===== src/rtl/speck32_round_ctrl.sv =====
// SPECK32/64 iterative encryption controller.
// One round per clock: the data round and the key-schedule step for that round
// are computed together from the current round counter, so no key expansion
// memory is needed.
//
// state | meaning
// IDLE  | waiting for a request; in_ready high, ct reads 0
// RUN   | executing round round_idx; ct shows the in-progress {x, y}
// DONE  | ciphertext held on ct with out_valid until out_ready
module speck32_round_ctrl #(
  parameter int ROUNDS = 22,
  parameter int ALPHA  = 7,
  parameter int BETA   = 2
) (
  input  logic        clk,
  input  logic        rst_n,
  input  logic        in_valid,
  output logic        in_ready,
  input  logic [31:0] pt,
  input  logic [63:0] key,
  output logic        out_valid,
  input  logic        out_ready,
  output logic [31:0] ct,
  output logic        busy,
  output logic [4:0]  round_idx
);

  typedef enum logic [1:0] {
    IDLE = 2'd0,
    RUN  = 2'd1,
    DONE = 2'd2
  } state_t;

  state_t      state;
  logic [15:0] x, y, k, l0, l1, l2;
  logic [4:0]  cnt;

  logic [15:0] x_ror, y_rol, l0_ror, k_rol;
  logic [15:0] x_nxt, y_nxt, l_new, k_nxt;

  // One SPECK round plus the matching key-schedule step, carries dropped.
  always_comb begin
    x_ror  = (x >> ALPHA) | (x << (16 - ALPHA));
    y_rol  = (y << BETA) | (y >> (16 - BETA));
    l0_ror = (l0 >> ALPHA) | (l0 << (16 - ALPHA));
    k_rol  = (k << BETA) | (k >> (16 - BETA));
    x_nxt  = (x_ror + y) ^ k;
    y_nxt  = y_rol ^ x_nxt;
    l_new  = (k + l0_ror) ^ {11'd0, cnt};
    k_nxt  = k_rol ^ l_new;
  end

  // Controller FSM and datapath registers; reset discards any in-flight block.
  always_ff @(posedge clk) begin
    if (!rst_n) begin
      state <= IDLE;
      x     <= '0;
      y     <= '0;
      k     <= '0;
      l0    <= '0;
      l1    <= '0;
      l2    <= '0;
      cnt   <= '0;
    end else begin
      case (state)
        IDLE: begin
          if (in_valid) begin
            x     <= pt[31:16];
            y     <= pt[15:0];
            k     <= key[15:0];
            l0    <= key[31:16];
            l1    <= key[47:32];
            l2    <= key[63:48];
            cnt   <= '0;
            state <= RUN;
          end
        end
        RUN: begin
          x  <= x_nxt;
          y  <= y_nxt;
          k  <= k_nxt;
          l0 <= l1;
          l1 <= l2;
          l2 <= l_new;
          if (cnt == 5'(ROUNDS - 1)) begin
            cnt   <= '0;
            state <= DONE;
          end else begin
            cnt <= cnt + 5'd1;
          end
        end
        DONE: begin
          if (out_ready) state <= IDLE;
        end
        default: state <= IDLE;
      endcase
    end
  end

  // Status outputs decode straight from the state register.
  assign in_ready  = (state == IDLE);
  assign out_valid = (state == DONE);
  assign busy      = (state == RUN) || (state == DONE);
  assign round_idx = (state == RUN) ? cnt : 5'd0;
  assign ct        = (state == IDLE) ? 32'd0 : {x, y};

endmodule


===== config.mk =====
export PLATFORM = sky130hd
export DESIGN_NAME = speck32_round_ctrl
export DESIGN_NICKNAME = d
export VERILOG_FILES = /design/src/rtl/speck32_round_ctrl.sv
export SDC_FILE = /design/constraint.sdc
export NUM_CORES = 1
export LEC_CHECK = 0
export BUFFER_PORTS_ARGS = -buffer_cell sky130_fd_sc_hd__buf_2
export CORE_ASPECT_RATIO = 0.75
export CORE_MARGIN = 5
export CORE_UTILIZATION = 42
export DETAILED_ROUTE_END_ITERATION = 8
export PLACE_DENSITY = 0.74
export SETUP_SLACK_MARGIN = 0.2
export SKIP_CTS_REPAIR_TIMING = 1
export SYNTH_ARGS = -nofsm -noshare
export SYNTH_HDL_FRONTEND = slang
export SYNTH_SLANG_ARGS = --single-unit

===== constraint.sdc =====
create_clock -name clk -period 2.5 [get_ports clk]
set_input_delay 0.125 -clock clk [delete_from_list [all_inputs] [get_ports clk]]
set_output_delay 0.125 -clock clk [all_outputs]
set_load 0.01 [all_outputs]

== Yosys cells after proc, flatten, opt, wreduce, memory -nomap -nowiden ==
Cells that the tools add are included.
W data, S select, Z words.

* $add $sub $neg: 3
* Multipliers: 0
* Bitwise logic cells: 8
* Shifts and indexed selects: 0
* Reduce and logical (&&, ||, !) cells: 5
* Equal/unequal tests: 6
* Multiplexer cells: 21
* Magnitude comparators: 0
* Divide/modulo/power cells: 0

{| class="wikitable"
|+ Operators by type and width
! operator !! number
|-
| $pmux W16 S2 || 6
|-
| $mux W16 || 6
|-
| $xor A16 B16 Y16 || 3
|-
| $add A16 B16 Y16 || 2
|-
| $mux W32 || 1
|-
| $or A16 B2 Y16 || 2
|-
| $or A9 B16 Y16 || 2
|-
| $xor A16 B5 Y16 || 1
|-
| $mux W5 || 3
|-
| $pmux W5 S2 || 1
|-
| $mux W2 || 3
|-
| $pmux W2 S3 || 1
|-
| $add A5 B1 Y5 const B || 1
|-
| $eq A5 B5 Y1 const B || 1
|-
| $ne A2 B2 Y1 const B || 2
|-
| $reduce_and A3 Y1 || 1
|-
| $eq A2 B1 Y1 const B || 1
|-
| $eq A2 B2 Y1 const B || 1
|-
| $logic_not A2 Y1 || 1
|-
| $ne A2 B1 Y1 const B || 1
|-
| $reduce_and A2 Y1 || 1
|-
| $reduce_bool A2 Y1 || 1
|-
| $logic_or A1 B1 Y1 || 1
|}

* Register bits after elaboration: 103
* ROM bits: 0
* Bits in latches: 0
* Memories: 0
* Bits of input ports: 100
* Memory bits (writable): 0
* Word-level logic and storage cells: 51
* Output and inout port bits: 40

== Depth between registers and ports, before layout ==
* Depth after elaboration: 5
* Mapped depth: 10
* Gate-level depth less buffers: 10

== Worst setup path before layout ==
No wires, ideal clock.

* Path type: flip-flop to flip-flop
* From: register k[0]
* To: register k[14]
* Cell stages (with the launch flop): 11
* Buffers on the path: 0
* Arrival time: 2.250 ns
* Data required time: 2.409 ns
* Path slack: 0.159 ns
* Setup time: 0.091 ns
* Period minus slack after synthesis: 2.341 ns
* Cell sequence: dfxtp_1 > ha_1 > inv_1 > fa_1 > nand2b_1 > a211oi_2 > nor4b_1 > o31ai_2 > xor2_1 > xnor2_1 > a311oi_1

* Longest elaborated chain between the ends: 4

{| class="wikitable"
|+ RTL lines
! what !! RTL line !! source
|-
| start, declared || 35 || <nowiki>logic [15:0] x, y, k, l0, l1, l2;</nowiki>
|-
| start signal, assigned || 70 || <nowiki>k <= key[15:0];</nowiki>
|-
| start signal, assigned || 81 || <nowiki>k <= k_nxt;</nowiki>
|-
| $add A16 B16 Y16 || 49 || <nowiki>l_new = (k + l0_ror) ^ {11'd0, cnt};</nowiki>
|-
| $xor A16 B5 Y16 || 49 ||
|-
| $xor A16 B16 Y16 || 50 || <nowiki>k_nxt = k_rol ^ l_new;</nowiki>
|-
| $pmux W16 S2 || 65 || <nowiki>case (state)</nowiki>
|}

Every way passes these cells.
A chain may end at the register's enable or synchronous reset.

== Final worst setup path ==
* From: register l0[7]
* To: register k[14]

* Longest elaborated chain between the ends: 5

{| class="wikitable"
|+ RTL lines
! what !! RTL line !! source
|-
| start, declared || 35 ||
|-
| start signal, assigned || 71 || <nowiki>l0 <= key[31:16];</nowiki>
|-
| start signal, assigned || 82 || <nowiki>l0 <= l1;</nowiki>
|-
| $or A9 B16 Y16 || 45 || <nowiki>l0_ror = (l0 >> ALPHA) | (l0 << (16 - ALPHA));</nowiki>
|-
| $add A16 B16 Y16 || 49 ||
|-
| $xor A16 B5 Y16 || 49 ||
|-
| $xor A16 B16 Y16 || 50 ||
|-
| $pmux W16 S2 || 65 ||
|}

Every way passes these cells.

==> impl_metrics.yaml <==
pwr:
  powerDensity_nw_per_um2: 1600
  p_total_mw: 13.5
  ir_worst_vdd_mv: 0.830
  power.leakage_nw: 3.58
worst_setup_path:
  startpoint_type: "flip-flop"
  r2r_start: "l0[7]"
  reg2reg_to: "k[14]"
  reg2reg_slack_ps: 170
  r2r_cells: 10
  critical_path_class: "reg -> reg"
  end_kind: "flip-flop"
  worstPathRequired_ps: 2770
  worstPathMaxFanout: 3
  crit_arrival_ps: 2600
global_route:
  gr-total-overflow: 0
  met1_usage_pct: 34.9
  antenna_found_initial: 0
  busiest_layer: "met1"
  use_met3_pct: 5.59
  grt_usage_pct: 23.0
  grt_max_degree: 96
  use_met2_pct: 32.7
  grt_pass1_vias: 6170
  grt_pass1_wl_um: 33900
floorplanning:
  ioPinCount: 140
  core_area_um2: 15900
  die_x_um: 157
  die_area_um2: 18800
  rows: 40
  die_h_um: 120
  initial_core_util_pct: 42.5
drt:
  antenna_left: 0
  routed_wirelength_um: 22600
  routedWlPerCell_um: 19.1
  via_per_inst: 5.63
  dr.first_iter.drc_count: 634
  drc: 0
  drtPass1Iterations: 5
  num_vias: 6677
sta:
  period_share_pct: 93.2
  rsz0062_at_grt: "true"
  hold_viol: 0
  fmax_mhz: 429
  final_max_slew_viol_count: 0
  layout_setup_ws_ps: 170
  maxSlewHeadroom_pct: 62.2
  skew_ps: 9.84
  min_period_ps: 2330
  finalSetupViolCount: 0
  worst_slew_pin_slew_ps: 565
logic_synthesis:
  netlist.area_leader.share_pct: 30.5
  yosysWarnings: 0
  async_flop_share_pct: 0
  synth_area_um2: 6760
  synth_edf_count: 0
  syn_avg_cell_area_um2: 8.14
  ys_dominant_reg_cell: "dfxtp_1"
  synth.area.top_cells: "dfxtp_1 30%, xnor2_1 7.4%, a21oi_1 6.6%"
  syn_nets: 968
  synth_cell_types: 59
  syn_inst: 831
  ys_seq_area_share_pct: 30.5
  synth_top_cell_by_area: "dfxtp_1"
  synth_seq_cells: 103
layout:
  area_delta_synth_final_pct: 25.3
  drive_gt1_share_pct: 27.0
  antenna_cells: 0
  nFillCells: 1489
  nNetsFinal: 1107
  final_common_cell: "buf_2"
  final_cell_mix: "139 x buf_2, 90 x dfxtp_1, 85 x nor2_1"
min_path:
  min-delay-path-class: "in -> reg"
  worstHoldStart: "pt[7]"
  hold_depth: 3
  whs_endpoint: "y[7]"
cts:
  numCtsBuffers: 9
  htree_levels: 3
  clkSinkCount: 103
  root_buffer: "clkbuf_16"
  cts_tree: "built"
  clk_latency_ps: 370
  clockBufferDepth: 2
  path_clk_slew_ps: 80
placement:
  place_ws_ps: 29.6
  hpwl_um: 16800
  port_buffers: 139
  place_congestion: 0.951
flow_run:
  cap_violations: 0
status:
  status: "finished, final reports clean"
==> cell families after synthesis <==
kind of cell,count (synthesis),synth area share [%]
AND/OR/NAND/NOR,244,17.2
adder cells (fa/ha/maj),37,7.07
multiplexers,43,6.36
AO/OA/AOI/OAI,256,24.1
buffers and inverters,68,4.00
flip-flops,103,30.5
XOR/XNOR,80,10.8
==> flip-flops by register name, summed over array words and instances (netlist names) <==
register  flops
l2           16
l0           16
state         2
x            16
cnt           5
y            16
k            16
l1           16
==> final cells by class <==
type | count | area [µm²] | share of cell area, %
Clock buffer | 10 | 239 | 2.82
Clock inverter | 6 | 75.1 | 0.886
Multi-Input combinational cell | 660 | 4690 | 55.4
Tap cell | 210 | 263 | 3.10
Inverter | 14 | 52.6 | 0.620
Sequential cell | 103 | 2080 | 24.6
Timing Repair Buffer | 182 | 1070 | 12.6
==> stage by stage <==
step                      util, %  cells  cell area, µm²  TNS (ps)  hold WS [ps]
after floorplan                 -    831            6770         0           299
after global placement       49.1   1160            7820         0           412
after detailed placement     49.1   1160            7820         0           425
after CTS                    51.1   1176            8130     -10.4          41.7
after global routing         53.2   1185            8470         0          62.9
final                        53.2   1185            8470         0          49.8
==> power by group <==
part           switching (mW)  internal, mW
sequential              0.793          2.41
combinational            4.97          3.80
clock                   0.718         0.822
==> how the worst max path moves through the flow <==
stage            end  slack, ps  cells past startpoint  start
6_report       k[14]        170                     10  l0[7]
5_1_grt        k[14]        0.4                     10  l0[7]
4_1_cts        k[14]        -10                     10  l0[7]
3_5_place_dp   k[14]         30                     10  l0[7]
3_3_place_gp   k[14]         60                     10  l0[7]
2_1_floorplan  k[14]        210                     10   k[0]
==> cells in the mapped netlist (4+ instances only) <==
cell      number
a211oi_1      55
a21o_1        13
a21oi_1       89
a31oi_1        4
and2_1         4
and3_1         7
buf_1          7
buf_2          6
clkbuf_1      40
dfxtp_1      103
ha_1          35
inv_1         13
mux2i_1       43
nand2_1       57
nand2b_1       6
nand3_1       18
nor2_1        86
nor2b_1       32
nor3_1         7
nor3b_1        7
o211ai_1       8
o21a_1         4
o21ai_0       49
o21ai_1        4
o22ai_1        4
or3_1          5
xnor2_1       57
xor2_1        21
==> critical path, cell delays in order (launching register included) <==
cell and delay (ps):
dfxtp_2 360, ha_4 140, inv_2 30, fa_2 350, nand2b_4 170, a211oi_4 290, nor4b_2 100, o31ai_2 200
xor2_1 240, xnor2_1 110, a311oi_1 240
==> metal layers <==
| layer | wire, µm | vias to the layer above |
|---|---|---|
| li1 | - | 3246 |
| met1 | 10700 | 3131 |
| met2 | 9790 | 277 |
| met3 | 1910 | 23 |
| met4 | 277 | 0 |
| met5 | 0 | - |
No activity file was read; power rests on OpenSTA's default activity.
